==> src/rtl/bg_pkg.sv <==
// Shared background-path definitions: fade FSM states, fade scale and raster constants
// common to the VGA controller, the background mappers and the fade controller.
package bg_pkg;

  typedef enum logic [2:0] {
    ST_IDLE,
    ST_WAIT_VB,
    ST_FADE_OUT,
    ST_SWAP,
    ST_FADE_IN
  } fade_state_e;

  localparam int unsigned FADE_W          = 5;
  localparam int unsigned CHAN_W          = 4;
  localparam logic [4:0]  FADE_FULL       = 5'd16;
  localparam int unsigned H_VISIBLE       = 640;
  localparam int unsigned V_VISIBLE_LINES = 480;

endpackage

==> src/rtl/bg_fade_scaler.sv <==
// Combinational brightness scale for one colour channel: (chan * fade) >> 4.
// fade == 16 passes the channel through unchanged.
module bg_fade_scaler
  import bg_pkg::*;
(
  input  logic [CHAN_W-1:0] chan_in,
  input  logic [FADE_W-1:0] fade,
  output logic [CHAN_W-1:0] chan_c
);

  logic [8:0] prod;

  assign prod   = 9'(chan_in) * 9'(fade);
  assign chan_c = CHAN_W'(prod >> 4);

endmodule

==> src/rtl/bg_fade_controller.sv <==
// Background level sequencer: waits for vertical blank, fades to black, swaps the
// background select, fades back in, and scales the muxed RGB by the current fade.
module bg_fade_controller
  import bg_pkg::*;
#(
  parameter int unsigned NUM_LEVELS      = 4,
  parameter int unsigned FRAMES_PER_STEP = 2,
  parameter int unsigned V_VISIBLE       = V_VISIBLE_LINES,
  parameter int unsigned LVL_W           = (NUM_LEVELS > 1) ? $clog2(NUM_LEVELS) : 1
) (
  input  logic             vga_clk,
  input  logic             reset,
  input  logic [9:0]       DrawX,
  input  logic [9:0]       DrawY,
  input  logic             blank,
  input  logic             req_valid,
  input  logic [LVL_W-1:0] req_level,
  output logic             req_ready,
  output logic [LVL_W-1:0] bg_sel,
  output logic             busy,
  output logic             done,
  input  logic [3:0]       red_in,
  input  logic [3:0]       green_in,
  input  logic [3:0]       blue_in,
  output logic [3:0]       red,
  output logic [3:0]       green,
  output logic [3:0]       blue
);

  localparam int unsigned      CNT_W    = (FRAMES_PER_STEP > 1) ? $clog2(FRAMES_PER_STEP) : 1;
  localparam logic [CNT_W-1:0] CNT_LAST = CNT_W'(FRAMES_PER_STEP - 1);
  localparam logic [LVL_W-1:0] LVL_MAX  = LVL_W'(NUM_LEVELS - 1);

  fade_state_e       state, state_n;
  logic [FADE_W-1:0] fade, fade_n;
  logic [CNT_W-1:0]  cnt, cnt_n;
  logic [LVL_W-1:0]  target, target_n;
  logic [LVL_W-1:0]  bg_sel_n;
  logic              done_n;

  // Frame tick: rising edge of "raster at first non-visible line", so a stalled raster ticks once
  logic vb_cond_c, vb_cond_q, frame_tick_c;

  assign vb_cond_c    = (DrawY == 10'(V_VISIBLE)) && (DrawX == 10'd0);
  assign frame_tick_c = vb_cond_c & ~vb_cond_q;

  always_ff @(posedge vga_clk or posedge reset) begin
    if (reset) vb_cond_q <= 1'b0;
    else       vb_cond_q <= vb_cond_c;
  end

  logic [LVL_W-1:0] req_clamped_c;

  assign req_clamped_c = (32'(req_level) > 32'(NUM_LEVELS - 1)) ? LVL_MAX : req_level;

  // Next-state and next-output logic
  always_comb begin
    state_n  = state;
    fade_n   = fade;
    cnt_n    = cnt;
    target_n = target;
    bg_sel_n = bg_sel;
    done_n   = 1'b0;
    case (state)
      ST_IDLE: begin
        if (req_valid) begin
          target_n = req_clamped_c;
          if (req_clamped_c == bg_sel) done_n  = 1'b1;
          else                         state_n = ST_WAIT_VB;
        end
      end
      ST_WAIT_VB: begin
        if (frame_tick_c) begin
          state_n = ST_FADE_OUT;
          cnt_n   = '0;
        end
      end
      ST_FADE_OUT: begin
        if (frame_tick_c) begin
          if (cnt == CNT_LAST) begin
            cnt_n  = '0;
            fade_n = fade - 5'd1;
            if (fade == 5'd1) state_n = ST_SWAP;
          end else begin
            cnt_n = cnt + CNT_W'(1);
          end
        end
      end
      ST_SWAP: begin
        bg_sel_n = target;
        cnt_n    = '0;
        state_n  = ST_FADE_IN;
      end
      ST_FADE_IN: begin
        if (frame_tick_c) begin
          if (cnt == CNT_LAST) begin
            cnt_n  = '0;
            fade_n = fade + 5'd1;
            if (fade == FADE_FULL - 5'd1) begin
              state_n = ST_IDLE;
              done_n  = 1'b1;
            end
          end else begin
            cnt_n = cnt + CNT_W'(1);
          end
        end
      end
      default: state_n = ST_IDLE;
    endcase
  end

  // State and control registers; handshake flags track the next state so they stay registered
  always_ff @(posedge vga_clk or posedge reset) begin
    if (reset) begin
      state     <= ST_IDLE;
      fade      <= FADE_FULL;
      cnt       <= '0;
      target    <= '0;
      bg_sel    <= '0;
      done      <= 1'b0;
      busy      <= 1'b0;
      req_ready <= 1'b1;
    end else begin
      state     <= state_n;
      fade      <= fade_n;
      cnt       <= cnt_n;
      target    <= target_n;
      bg_sel    <= bg_sel_n;
      done      <= done_n;
      busy      <= (state_n != ST_IDLE);
      req_ready <= (state_n == ST_IDLE);
    end
  end

  logic [3:0] red_c, green_c, blue_c;

  bg_fade_scaler u_scale_r (.chan_in(red_in),   .fade(fade), .chan_c(red_c));
  bg_fade_scaler u_scale_g (.chan_in(green_in), .fade(fade), .chan_c(green_c));
  bg_fade_scaler u_scale_b (.chan_in(blue_in),  .fade(fade), .chan_c(blue_c));

  // Registered colour output, forced black outside the active display
  always_ff @(posedge vga_clk or posedge reset) begin
    if (reset) begin
      red   <= '0;
      green <= '0;
      blue  <= '0;
    end else begin
      red   <= blank ? red_c   : 4'h0;
      green <= blank ? green_c : 4'h0;
      blue  <= blank ? blue_c  : 4'h0;
    end
  end

endmodule

==> config.mk <==
export PLATFORM = sky130hd
export DESIGN_NAME = bg_fade_controller
export DESIGN_NICKNAME = d
export VERILOG_FILES = /design/src/rtl/bg_pkg.sv /design/src/rtl/bg_fade_scaler.sv /design/src/rtl/bg_fade_controller.sv
export SDC_FILE = /design/constraint.sdc
export NUM_CORES = 1
export LEC_CHECK = 0
export ABC_AREA = 1
export CORE_MARGIN = 2
export CORE_UTILIZATION = 54
export DETAILED_ROUTE_END_ITERATION = 10
export PLACE_DENSITY = 0.83
export SLEW_MARGIN = 30
export SYNTH_ARGS = -nofsm -noshare
export SYNTH_HDL_FRONTEND = slang
export SYNTH_SLANG_ARGS = --single-unit
==> constraint.sdc <==
create_clock -name vga_clk -period 3.5 [get_ports vga_clk]
set_input_delay 0.875 -clock vga_clk [delete_from_list [all_inputs] [get_ports vga_clk]]
set_output_delay 0.875 -clock vga_clk [all_outputs]
set_load 0.02 [all_outputs]
Word level (Yosys, flattened, before mapping)
Cells that the tools add are included.

word-level totals
  flip-flop bits (word level) = 29
  bits of input ports = 38
  output and inout bits = 17
  word-level logic and storage cells = 73

cells by class
  $add $sub $neg = 3
  $mul = 3
  equal/unequal tests = 14
  multiplexer cells = 28
  bitwise logic cells = 2
  reduce and logical (&&, ||, !) cells = 11

operators with widths
  operator               number
  $mux W3                9
  $mul A4 B5 Y8          3
  $mux W5                4
  $pmux W3 S5            1
  $mux W4                3
  $eq A10 B9 Y1 const B  1
  $logic_not A10 Y1      1
  $ne A2 B2 Y1 const B   5
  $pmux W5 S2            1
  $mux W1                8
  $eq A3 B2 Y1 const B   2
  $logic_not A3 Y1       2
  $reduce_bool A3 Y1     2
  $add A5 B1 Y5 const B  1
  $eq A5 B1 Y1 const B   1
  $eq A5 B4 Y1 const B   1
  $reduce_and A5 Y1      1
  $sub A5 B1 Y5 const B  1
  $eq A3 B1 Y1 const B   1
  $eq A3 B3 Y1 const B   1
  $pmux W1 S3            1
  $reduce_and A3 Y1      1
  $eq A2 B2 Y1           1
  $ne A2 B1 Y1 const B   1
  other kinds (8)        8

Logic depth before layout (Yosys ltp)
Gate-level depths: netlist of the first run.

  depth in word-level cells = 6
  mapped depth = 15

Hierarchy
A second synthesis of the first run with hierarchy kept.

second synthesis, totals
  cells, all modules = 449
  area total of the unflattened synthesis = 3150.5 um2

by module, submodules not included
  module              instances  cells each  area an instance (um2)
  bg_fade_scaler      3          85          529.3
  bg_fade_controller  1          194         1562.7

Worst setup path after synthesis of the first run
OpenSTA, ideal clock, no wires.

  path type = input port to flip-flop
  start = input blue_in[3]
  end = register blue[3]
  arrival time = 2.855 ns
  data required time = 3.371 ns
  setup slack = 0.516 ns
  stages = 13
  buffers on the path = 0
  path through = nand2_1 inv_1 fa_1 inv_1 fa_1 inv_1 ha_1 nand2_1 nand2_1 nand3_1 o211ai_1 o21ai_0 a21oi_1

between the ends
  word-level cells in the longest chain between the ends = 2

RTL lines
  item                  RTL line                   source
  start, declared       bg_fade_controller.sv:24   input logic [3:0] blue_in,
  $mul A4 B5 Y8         bg_fade_scaler.sv:13       assign prod = 9'(chan_in) * 9'(fade);
  $mux W4               bg_fade_controller.sv:150  blue <= blank ? blue_c : 4'h0;
  end signal, assigned  bg_fade_controller.sv:150
  end, declared         bg_fade_controller.sv:27   output logic [3:0] blue

Every way passes these cells.
A chain may end at the register's enable or synchronous reset.

Final worst setup path of the first run
  start = input green_in[3]
  end = register green[2]

between the ends
  word-level cells in the longest chain between the ends = 2

RTL lines
  item                  RTL line                   source
  start, declared       bg_fade_controller.sv:23   input logic [3:0] green_in,
  $mul A4 B5 Y8         bg_fade_scaler.sv:13
  $mux W4               bg_fade_controller.sv:149  green <= blank ? green_c : 4'h0;
  end signal, assigned  bg_fade_controller.sv:149
  end, declared         bg_fade_controller.sv:26   output logic [3:0] green,

Every way passes these cells.

==> qor.yml, run 1 <==
synthesis:
  ys_seq_area_share_pct: 24.6
  yosysTopAreaCell: "dfrtp_1"
  yosysWarnings: 0
  synth_mux_area_share_pct: 0
  synth-xor-area-share_pct: 3.21
  synthCells: 413
  yosys.area.top_type_share_pct: 22.8
  synthAdderAreaFrac_pct: 23.2
  synth_top_family_by_area: "simple AND/OR/NAND/NOR gates"
  ys_types: 34
  syn-num-nets: 497
  ys_top_cells_by_area: "dfrtp_1 23%, nand2_1 16%, ha_1 13%"
  avgSynthCellArea_um2: 7.18
  synth-compound-area-share_pct: 6.75
  ys_ff_latch: 29
  netlist_area_mm2: 0.00296
  synthSimpleGateAreaFrac_pct: 30.1
critical_path:
  critPathKind: "primary input to flip-flop"
  regToRegSetupSlack_ns: 0.56
  r2r_end: "green[2]$_DFF_PP0_"
  crit_path_end_kind: "flip-flop"
  crit_fanout: 3
  worstPathRequired_ns: 3.68
  start_kind: "primary input"
  critPathArrivalTime_ns: 3.52
  r2r.worst_path.cells: 12
  reg2reg_from: "fade[2]$_DFFE_PP0P_"
finish:
  area_growth_pct: 26.9
  drive_gt1_share_pct: 9.38
  multi_input_area_mm2: 0.00189
  final_util_pct: 72.3
  antennaDiodeCount: 0
  fin_nets: 563
  nFillCells: 447
  stdcell_area_mm2: 0.00376
  regArea_um2: 728
worst_hold_path:
  holdCritPathClass: "flip-flop to flip-flop"
  hold_start: "target[1]$_DFFE_PP0P_"
  hold_depth: 2
  holdPathEnd: "target[1]$_DFFE_PP0P_"
power:
  vdd_drop_max_v: 0.000153
  power_switching_mw: 0.242
  powerDensity_mw_per_mm2: 231
  p_int_mw: 0.627
  leakagePower_nw: 2.11
  p_comb_share_pct: 24.4
  pwr-share-seq_pct: 42.5
  power.share.switching_pct: 27.9
  p_total_mw: 0.869
  pwr-share-clk_pct: 33.0
floorplanning:
  num_rows: 26
  core_region_area_mm2: 0.00520
  dieWidth_um: 78.1
  start_util_pct: 56.9
  die_area_mm2: 0.00610
  die_h_um: 78.1
  boundaryPins: 55
sta:
  fmax_ghz: 0.299
  skew_ns: 0.00585
  hold_violations: 0
  setup_violations: 0
  setup_ws_ns: 0.159
  worstMarginPinSlew_ns: 0.561
  period_needed_ns: 3.34
  slew_headroom_pct: 62.6
  slew_viol_final: 0
  period_share_pct: 95.5
  rsz0062_at_grt: "false"
grt:
  grt_pass1_vias: 2727
  grt_max_degree: 30
  grt_pass1_wl_mm: 11.4
  grt_overflow: 0
  antenna_found_initial: 0
  grt_use_total_pct: 23.2
cts:
  cts_buffer_depth: 2
  cts_buffers: 5
  cts_max_level: 2
  path_clk_slew_ns: 0.06
  root_buffer: "clkbuf_8"
  postCtsSetupBuffers: 0
  cts_tree: "done"
  insertion_delay_ns: 0.29
  postCtsHoldBufs: 0
  cts.sinks: 29
status:
  outcome: "complete, no violations"
detailed_routing:
  firstDrtPassIters: 4
  post-route-drc-count: 0
  drt_wl_total_mm: 6.28
  drt_iter0_drc: 95
  dr_total_vias: 2718
  detail_route.wl_per_cell_um: 11.4
  ant_nets: 0
  via_per_inst: 4.94
placed_design:
  place_area_mm2: 0.00365
  gp_congestion: 0.849
  dp_hpwl_mm: 5.05
  dpl_worst_slack_ns: -0.180
  io_buffers: 54
job:
  drv_cap: 0
==> metal layers <==
metal	up-vias	track usage, %	wire (um)
met3	7	3.68	199
met5	-	0	0
li1	1403	-	-
met2	52	42.9	3220
met4	0	8.07	110
met1	1256	27.1	2750
==> cell usage in the layout, fill, tap and decap left out, types with 3 or more instances in the layout <==
| cell | instances |
|---|---|
| buf_4 | 12 |
| o211ai_1 | 4 |
| inv_1 | 82 |
| xor2_1 | 5 |
| nor2_1 | 28 |
| a21oi_1 | 11 |
| nand4_1 | 8 |
| dfrtp_1 | 27 |
| nand2_2 | 4 |
| nand2_1 | 123 |
| nor3_1 | 9 |
| o21ai_1 | 4 |
| nand3_1 | 15 |
| xnor2_1 | 4 |
| nor2_2 | 3 |
| inv_2 | 4 |
| clkbuf_8 | 6 |
| o21ai_0 | 9 |
| fa_1 | 15 |
| clkdlybuf4s50_1 | 52 |
| or2_2 | 4 |
| ha_1 | 30 |
==> state kept, by name, summed over array words and instances, names as in the netlist, 2 cells and up <==
name    flops
bg_sel      2
green       4
blue        4
fade        5
red         4
state       3
target      2
==> power by group through the flow <==
stage               Combinational [mW]  Sequential [mW]  Clock [mW]
CTS                              0.213            0.370       0.294
finish                           0.212            0.369       0.287
global placement                 0.206            0.375           0
detailed placement               0.211            0.376           0
floorplan                       0.0909            0.393           0
global route                     0.240            0.374       0.307
==> synthesized netlist by cell type (all sizes together) <==
library cell	n
buf	2
nand3	17
o22ai	1
dfrtp	27
xnor2	4
fa	15
inv	86
a21oi	11
o2111ai	2
or2	4
nand2	127
clkbuf	5
clkinv	1
nor3	11
o21ai	13
a21boi	3
o211ai	4
ha	31
nor2	33
nand4	8
dfstp	2
xor2	6
==> layout make-up <==
| class | instances | share of cell area, % |
|---|---|---|
| multi-input cells | 290 | 50.3 |
| flip-flops and latches | 29 | 19.4 |
| repair buffers | 66 | 16.9 |
| inverters | 87 | 8.68 |
| clock buffers | 8 | 2.40 |
| well taps | 70 | 2.33 |
==> worst max path at each step <==
| stage | start | end |
|---|---|---|
| finish | green_in[3] | green[2]$_DFF_PP0_ |
| global route | red_in[2] | red[3]$_DFF_PP0_ |
| CTS | red_in[3] | red[2]$_DFF_PP0_ |
| detailed placement | red_in[3] | red[2]$_DFF_PP0_ |
| global placement | red_in[3] | red[3]$_DFF_PP0_ |
| floorplan | blue_in[3] | blue[3]$_DFF_PP0_ |
==> critical path: stages <==
cell,delay [ns]
clkdlybuf4s50_1,0.51
nand2_1,0.09
fa_1,0.57
inv_1,0.07
fa_1,0.48
ha_1,0.31
nand3_1,0.08
nand2_1,0.07
nand2_1,0.07
a21boi_1,0.23
nand2_1,0.08
nand2_1,0.06
nor2_1,0.04
==> cell families (layout without fill, tap and decap cells) <==
group,Yosys count,count (layout)
flip-flops,29,29
XOR/XNOR,10,10
adder cells (fa/ha/maj),46,46
AND/OR/NAND/NOR,200,200
AO/OA/AOI/OAI,34,34
buffers and inverters,94,161
==> metrics by stage <==
| stage | cells | setup TNS (ns) | hold slack (ns) |
|---|---|---|---|
| finish | 550 | 0 | 0.483 |
| global route | 550 | 0 | 0.530 |
| global placement | 542 | -0.343 | 0.463 |
| CTS | 550 | 0 | 0.485 |
| floorplan | 413 | 0 | 0.449 |
| detailed placement | 542 | -1.10 | 0.469 |
==> repair_timing <==
action / in CTS / in global routing
resized for setup: 0 / 5
hold endpoints to repair: 0 / 0
setup endpoints to repair: 0 / 5
Power figures use the tool's default switching activity.
==> inputs of run 2 (changes only) <==
- SKIP_LAST_GASP: unset -> 1
==> results of run 2 <==
Same layout as run 1: the final DEF is identical, and so are final timing and power.
